===== src/rtl/elm_pkg.sv =====
// elm_pkg: state encoding and default sizing shared by the ELM MAC sequencer and its index counter.
package elm_pkg;
  typedef enum logic [2:0] {S_IDLE, S_CLR, S_ACC, S_ACT, S_WR, S_DONE} state_e;
  localparam int N_IN_DEF    = 9;
  localparam int N_HID_DEF   = 16;
  localparam int ACT_LAT_DEF = 2;
  localparam int IDX_W       = 4;
endpackage


===== src/rtl/elm_idx_cnt.sv =====
// elm_idx_cnt: 0..MAX index counter with enable, synchronous clear and terminal-count flag.
module elm_idx_cnt import elm_pkg::*; #(
  parameter int MAX = 8
) (
  input  logic             clk,
  input  logic             rst,
  input  logic             en_i,
  input  logic             clr_i,
  output logic [IDX_W-1:0] cnt_o,
  output logic             tc_o
);
  localparam logic [IDX_W-1:0] LAST = IDX_W'(MAX);
  logic [IDX_W-1:0] cnt_q, cnt_d;
  assign tc_o  = cnt_q == LAST;
  assign cnt_o = cnt_q;
  // an enabled step at the terminal value returns to zero instead of overrunning the range
  assign cnt_d = clr_i ? '0 : en_i ? (tc_o ? '0 : cnt_q + 1'b1) : cnt_q;
  always_ff @(posedge clk or negedge rst)
    if (!rst) cnt_q <= '0;
    else      cnt_q <= cnt_d;
endmodule


===== src/rtl/elm_mac_seq.sv =====
// elm_mac_seq: sequences CLR/ACC/ACT/WR per hidden neuron of an ELM hidden layer.
// Outputs are decoded from registered state; mac_en additionally gates on in_ready.
module elm_mac_seq import elm_pkg::*; #(
  parameter int N_IN    = N_IN_DEF,
  parameter int N_HID   = N_HID_DEF,
  parameter int ACT_LAT = ACT_LAT_DEF
) (
  input  logic             clk,
  input  logic             rst,
  input  logic             start,
  input  logic             abort,
  input  logic             in_ready,
  input  logic             wr_ack,
  output logic             busy,
  output logic             done,
  output logic [IDX_W-1:0] in_idx,
  output logic [IDX_W-1:0] hid_idx,
  output logic             mac_clr,
  output logic             mac_en,
  output logic             act_en,
  output logic             wr_en
);
  state_e     state_q, state_d;
  logic [2:0] act_q, act_d;
  logic       in_tc, hid_tc, act_last;
  assign act_last = act_q == 3'(ACT_LAT - 1);
  always_comb begin
    state_d = state_q;
    case (state_q)
      S_IDLE:  state_d = start ? S_CLR : S_IDLE;
      S_CLR:   state_d = S_ACC;
      S_ACC:   state_d = (in_ready && in_tc) ? S_ACT : S_ACC;
      S_ACT:   state_d = act_last ? S_WR : S_ACT;
      S_WR:    state_d = wr_ack ? (hid_tc ? S_DONE : S_CLR) : S_WR;
      default: state_d = S_IDLE;
    endcase
    if (abort) state_d = S_IDLE;
  end
  assign act_d = (state_q == S_ACT && !act_last) ? act_q + 3'd1 : '0;
  always_ff @(posedge clk or negedge rst)
    if (!rst) begin
      state_q <= S_IDLE;
      act_q   <= '0;
    end else begin
      state_q <= state_d;
      act_q   <= act_d;
    end
  elm_idx_cnt #(.MAX(N_IN - 1)) u_in_cnt (
    .clk   (clk),
    .rst   (rst),
    .en_i  (state_q == S_ACC && in_ready),
    .clr_i (abort || state_q == S_IDLE),
    .cnt_o (in_idx),
    .tc_o  (in_tc)
  );
  // the last neuron's ack leaves hid_idx in place; DONE clears it for the next run
  elm_idx_cnt #(.MAX(N_HID - 1)) u_hid_cnt (
    .clk   (clk),
    .rst   (rst),
    .en_i  (state_q == S_WR && wr_ack && !hid_tc),
    .clr_i (abort || state_q == S_IDLE || state_q == S_DONE),
    .cnt_o (hid_idx),
    .tc_o  (hid_tc)
  );
  assign busy    = state_q != S_IDLE;
  assign done    = state_q == S_DONE;
  assign mac_clr = state_q == S_CLR;
  assign mac_en  = state_q == S_ACC && in_ready;
  assign act_en  = state_q == S_ACT && act_q == '0;
  assign wr_en   = state_q == S_WR;
endmodule

===== config.mk =====
export PLATFORM = sky130hd
export DESIGN_NAME = elm_mac_seq
export DESIGN_NICKNAME = d
export VERILOG_FILES = /design/src/rtl/elm_pkg.sv /design/src/rtl/elm_idx_cnt.sv /design/src/rtl/elm_mac_seq.sv
export SDC_FILE = /design/constraint.sdc
export NUM_CORES = 1
export LEC_CHECK = 0
export ABC_AREA = 1
export BUFFER_PORTS_ARGS = -buffer_cell sky130_fd_sc_hd__clkbuf_2
export CAP_MARGIN = 15
export CORE_UTILIZATION = 52
export CTS_CLUSTER_DIAMETER = 30
export CTS_CLUSTER_SIZE = 14
export DETAILED_ROUTE_END_ITERATION = 16
export PLACE_DENSITY = 0.77
export SYNTH_ARGS = -nofsm -noshare
export SYNTH_HDL_FRONTEND = slang
export SYNTH_SLANG_ARGS = --single-unit

===== constraint.sdc =====
create_clock -name clk -period 1.52 [get_ports clk]
set_input_delay 0.228 -clock clk [delete_from_list [all_inputs] [get_ports clk]]
set_output_delay 0.228 -clock clk [all_outputs]
set_load 0.01 [all_outputs]

# Word level (Yosys, flattened, before mapping)
# Index checks and enable logic that the tools add are counted.
[totals]
output_inout_bits = 14
inputBits = 6
ff_bits = 14
word_cells = 44
[op_classes]
addsub = 3
n_reduce_logical = 15
eq_ne = 8
muxes = 14
[ops]
columns = ["operator", "count"]
rows = [
  ["$mux 4", 6],
  ["$mux 3", 5],
  ["$pmux 3 s5", 1],
  ["$add 4x1->4 const B", 2],
  ["$eq 4x4->1 const B", 2],
  ["$eq 3x1->1 const B", 2],
  ["$eq 3x2->1 const B", 2],
  ["$eq 3x3->1 const B", 2],
  ["$logic_and 1x1->1", 6],
  ["$logic_not 3->1", 2],
  ["$reduce_bool 2->1", 2],
  ["$add 3x1->3 const B", 1],
  ["$reduce_bool 3->1", 1],
  ["$logic_not 1->1", 2],
  ["$logic_or 1x1->1", 2],
  ["$mux 1", 2],
]

# Longest topological paths before layout
[logic_depth]
word_depth = 5
mapped_depth = 8
mapped_depth_nobuf = 8

# By module
# Synthesis repeated with hierarchy kept, for this count alone.
[unflattened]
hier_cells = 112
hier_area_um2 = 857.1
[by_module_without_submodules]
columns = ["mod", "instances", "area_per_inst_um2", "seq_area_each_um2", "cells_per_inst"]
rows = [
  ["elm_mac_seq", 1, 389.1, 150.1, 55],
  ["elm_idx_cnt (u_in_cnt)", 1, 244.0, 100.1, 31],
  ["elm_idx_cnt (u_hid_cnt)", 1, 224.0, 100.1, 26],
]

# Least setup slack after synthesis
# OpenSTA, ideal clock, no wires.
[synth_path]
kind = "register to register"
from = "register u_hid_cnt.cnt_q[0] (netlist: u_hid_cnt.cnt_o[0])"
to = "register u_hid_cnt.cnt_q[3] (netlist: u_hid_cnt.cnt_o[3])"
setup_ps = 118
stages_incl_launch_ff = 8
t_arrival_ps = 1148
setup_slack_ps = 254
path_buffers = 0
path_cell_list = "dfrtp_1 > ha_1 > nand3_1 > nand2_1 > nor2_4 > inv_1 > nand3_1 > nand2_1"
[synth_between]
elab_chain_len = 4
[synth_rtl]
columns = ["item", "line_no", "source"]
rows = [
  ["from (decl)", "elm_idx_cnt.sv:13", "logic [IDX_W-1:0] cnt_q, cnt_d;"],
  ["from (signal assigned)", "elm_idx_cnt.sv:20", "else cnt_q <= cnt_d;"],
  ["$add 4x1->4 or $eq 4x4->1 (tied branches)", "elm_idx_cnt.sv:17, elm_idx_cnt.sv:14", ""],
  ["$mux 4 or $logic_not 1->1 (tied branches)", "elm_idx_cnt.sv:17, elm_mac_seq.sv:60", ""],
  ["$mux 4 or $logic_and 1x1->1 (tied branches)", "elm_idx_cnt.sv:17, elm_mac_seq.sv:60", ""],
  ["$mux 4 or $reduce_bool 2->1 (tied branches)", "n/a", ""],
]
# Parallel ways exist; a longest one is shown, timed or not. The select of a mux whose other input is x is not followed.
# A chain may end at the register's enable or synchronous reset.

# Worst setup path after layout
[layout_path]
from = "register state_q[1]"
to = "output port wr_en"
[layout_between]
elab_chain_len = 1
[layout_rtl]
columns = ["item", "line_no", "source"]
rows = [
  ["from (decl)", "elm_mac_seq.sv:23", "state_e state_q, state_d;"],
  ["from (signal assigned)", "elm_mac_seq.sv:45", "state_q <= state_d;"],
  ["$eq 3x3->1", "elm_mac_seq.sv:70", "assign wr_en = state_q == S_WR;"],
  ["to (decl)", "elm_mac_seq.sv:21", "output logic wr_en"],
]
# Every way passes these cells.

==> results.sh <==
export IMPL_cp_slowest_stage_delay_ns=0.48
export IMPL_synth_area_mux_share_pct=0
export IMPL_first_pass_iters=4
export IMPL_hpwl_um=1440
export IMPL_drv_cap=0
export IMPL_gp_congestion=0.824
export IMPL_crit_slowest_cell="dfrtp_2"
export IMPL_synthSimpleGateAreaFrac_pct=38.4
export IMPL_clkLatencyLatePin_ns=0.27
export IMPL_finalHoldViolCount=0
export IMPL_stdcell_count=153
export IMPL_fin_crit_sh_pct=98.5
export IMPL_hold_path_startpoint="abort"
export IMPL_synthTopCellsByArea="dfrtp_1 39%, nand2_1 9.3%, nand3_1 9.0%"
export IMPL_wl_per_cell_um=12.2
export IMPL_critPathArrivalTime_ns=1.27
export IMPL_r2r_start="u_hid_cnt.cnt_o[0]$_DFFE_PN0P_"
export IMPL_synthTopCellsByCount="22 x nand2_1, 16 x nand3_1, 15 x inv_1, 14 x dfrtp_1, 12 x nor2_1"
export IMPL_r2r_setup_slack_ns=0.13
export IMPL_coreArea_um2=1540
export IMPL_drive_gt1_share_pct=32.8
export IMPL_h_tree_depth=1
export IMPL_syn_mean_instance_area_um2=8.06
export IMPL_grt_use_total_pct=22.2
export IMPL_port_buffers=19
export IMPL_ant_nets=0
export IMPL_final_nets=151
export IMPL_grt_ovfl_total=0
export IMPL_drv_slew=0
export IMPL_antennaDiodeCount=0
export IMPL_timing_hold_ws_ns=0.194
export IMPL_synth_area_um2=887
export IMPL_fillers=133
export IMPL_clock_path_buffers=2
export IMPL_io_pins=20
export IMPL_ys_warn_count=0
export IMPL_hold_depth=2
export IMPL_synth_most_common_cell="nand2_1"
export IMPL_grt_pass1_wl_um=3140
export IMPL_dp_cells=145
export IMPL_die_area_um2=1880
export IMPL_setup_viol=0
export IMPL_yosysTopAreaCellShare_pct=39.5
export IMPL_path_class="flip-flop to output port"
export IMPL_yosysTopAreaCell="dfrtp_1"
export IMPL_syn_nets=122
export IMPL_cp_top_family="flip-flops"
export IMPL_max_freq_ghz=0.668
export IMPL_synth_fa_ha_area_share_pct=8.46
export IMPL_critPathBufInv=2
export IMPL_finalInstanceArea_um2=1100
export IMPL_fp_dieW_um=43.3
export IMPL_start_util_pct=57.5
export IMPL_rsz0062_at_grt="true"
export IMPL_cts_sinks=14
export IMPL_postPlaceCellArea_um2=1000
export IMPL_status="finished, final reports clean"
export IMPL_syn_instance_count=110
export IMPL_cts_tree="yes"
export IMPL_p_total_w=0.000749
export IMPL_power_per_cell_area_nw_per_um2=681
export IMPL_synth_edf_count=0
export IMPL_via_per_inst=5.05
export IMPL_p_leak_nw=0.574
export IMPL_synth_xor_area_share_pct=2.96
export IMPL_drtIter0Drc=11
export IMPL_hold_end="state_q[1]$_DFF_PN0_"
export IMPL_root_buffer="clkbuf_4"
export IMPL_synth_top_family_by_area="simple AND/OR/NAND/NOR gates"
export IMPL_ir_worst_vdd_mv=0.456
export IMPL_grt_pass1_vias=753
export IMPL_reg2regPathDepth=7
export IMPL_slew_headroom_pct=75.8
export IMPL_fp_dieH_um=43.3
export IMPL_synth_compound_area_share_pct=3.95
export IMPL_async_reset_ff_share_pct=100
export IMPL_ys_ff_latch=14
export IMPL_worstPathCellList="nor2_4 > nand2_4 > inv_1 > buf_2"
export IMPL_clk_pin_slew_ns=0.08
export IMPL_multiInputGateArea_um2=505
export IMPL_remaining_drc_errors=0
export IMPL_end_kind="output port"
export IMPL_worst_slew_pin_slew_ns=0.363
export IMPL_grt_max_degree=15
export IMPL_register_area_um2=354
export IMPL_period_needed_ns=1.50
export IMPL_rows=14
export IMPL_worst_setup_path_start_kind="flip-flop"
export IMPL_synthFlopType="dfrtp_1"
export IMPL_synth_distinct_cells=20
export IMPL_crit_required_ns=1.29
export IMPL_yosysSeqAreaShare_pct=39.5
export IMPL_hp_class="input pin to flip-flop"
export IMPL_numCtsBuffers=3
export IMPL_path_max_fanout=6
export IMPL_post_route_util_pct=71.3
export IMPL_vias=773
export IMPL_antenna_found_initial=0
export IMPL_drt_wl_total_um=1870
export IMPL_clock_skew_ns=0.00432
export IMPL_area_growth_pct=24.0
export IMPL_r2r_end="u_hid_cnt.cnt_o[3]$_DFFE_PN0P_"
[layout by cell type, fill, tap and decap left out, drive strengths merged]
master and instances:
dlygate4sd3 1, nand3 17, clkbuf 20, nor3 1
ha 6, xnor2 1, a31oi 1, buf 6
inv 16, dfrtp 14, nor2 18, nand3b 1
xor2 2, nand2 25, a21oi 2, nand4 3
o21ai 3
[stage by stage]
stage          setup TNS, ns  worst slack, ns
6_report                   0           0.0233
5_1_grt              -0.0377          -0.0242
3_3_place_gp               0            0.240
2_1_floorplan              0            0.254
3_5_place_dp               0            0.166
4_1_cts                    0          0.00320
[registers in the layout (all words and copies together), names as in the netlist]
signal and count:
act_q 3, state_q 3, u_in_cnt.cnt_o 4, u_hid_cnt.cnt_o 4
[power breakdown]
part / internal (W) / switching (W)
logic: 0.0000544 / 0.0000867
registers: 0.000382 / 0.0000176
clock network: 0.0000917 / 0.000117
[per-layer routing]
metal / track usage [%] / wire (µm)
met4: 4.85 / 0
met5: 0 / 0
met1: 28.7 / 868
met3: 2.55 / 70
met2: 39.7 / 932
[kinds of logic after synthesis]
family,Yosys count
buffers and inverters,16
flip-flops,14
AND/OR/NAND/NOR,65
XOR/XNOR,3
AO/OA/AOI/OAI,6
adder cells (fa/ha/maj),6
[how the worst max path moves through the flow]
stage / start / end / slack, ns / depth (start not counted)
after detailed placement: u_hid_cnt.cnt_o[0]$_DFFE_PN0P_ / u_hid_cnt.cnt_o[3]$_DFFE_PN0P_ / 0.17 / 7
after global placement: u_hid_cnt.cnt_o[0]$_DFFE_PN0P_ / u_hid_cnt.cnt_o[1]$_DFFE_PN0P_ / 0.24 / 7
after CTS: state_q[2]$_DFF_PN0_ / mac_en / 0.003 / 4
after global routing: state_q[1]$_DFF_PN0_ / act_en / -0.02 / 5
final: state_q[1]$_DFF_PN0_ / wr_en / 0.02 / 4
after floorplan: u_hid_cnt.cnt_o[0]$_DFFE_PN0P_ / u_hid_cnt.cnt_o[3]$_DFFE_PN0P_ / 0.25 / 7
[repair_timing]
item | 4_1_cts | 5_1_grt
setup endpoints to repair | 4 | 3
hold buffers | 1 | 0
endpoints found under the hold margin | 14 | 0
resized for setup | 5 | 8
setup buffers | 0 | 4
pin swaps | 0 | 2
[cell type report]
cell class,instances,area share [%]
Clock buffer,3,2.05
Inverter,16,5.69
Multi-Input combinational cell,80,46.0
Sequential cell,14,32.2
Tap cell,16,1.82
Timing Repair Buffer,24,12.3
No activity file was read; power rests on OpenSTA's default activity.
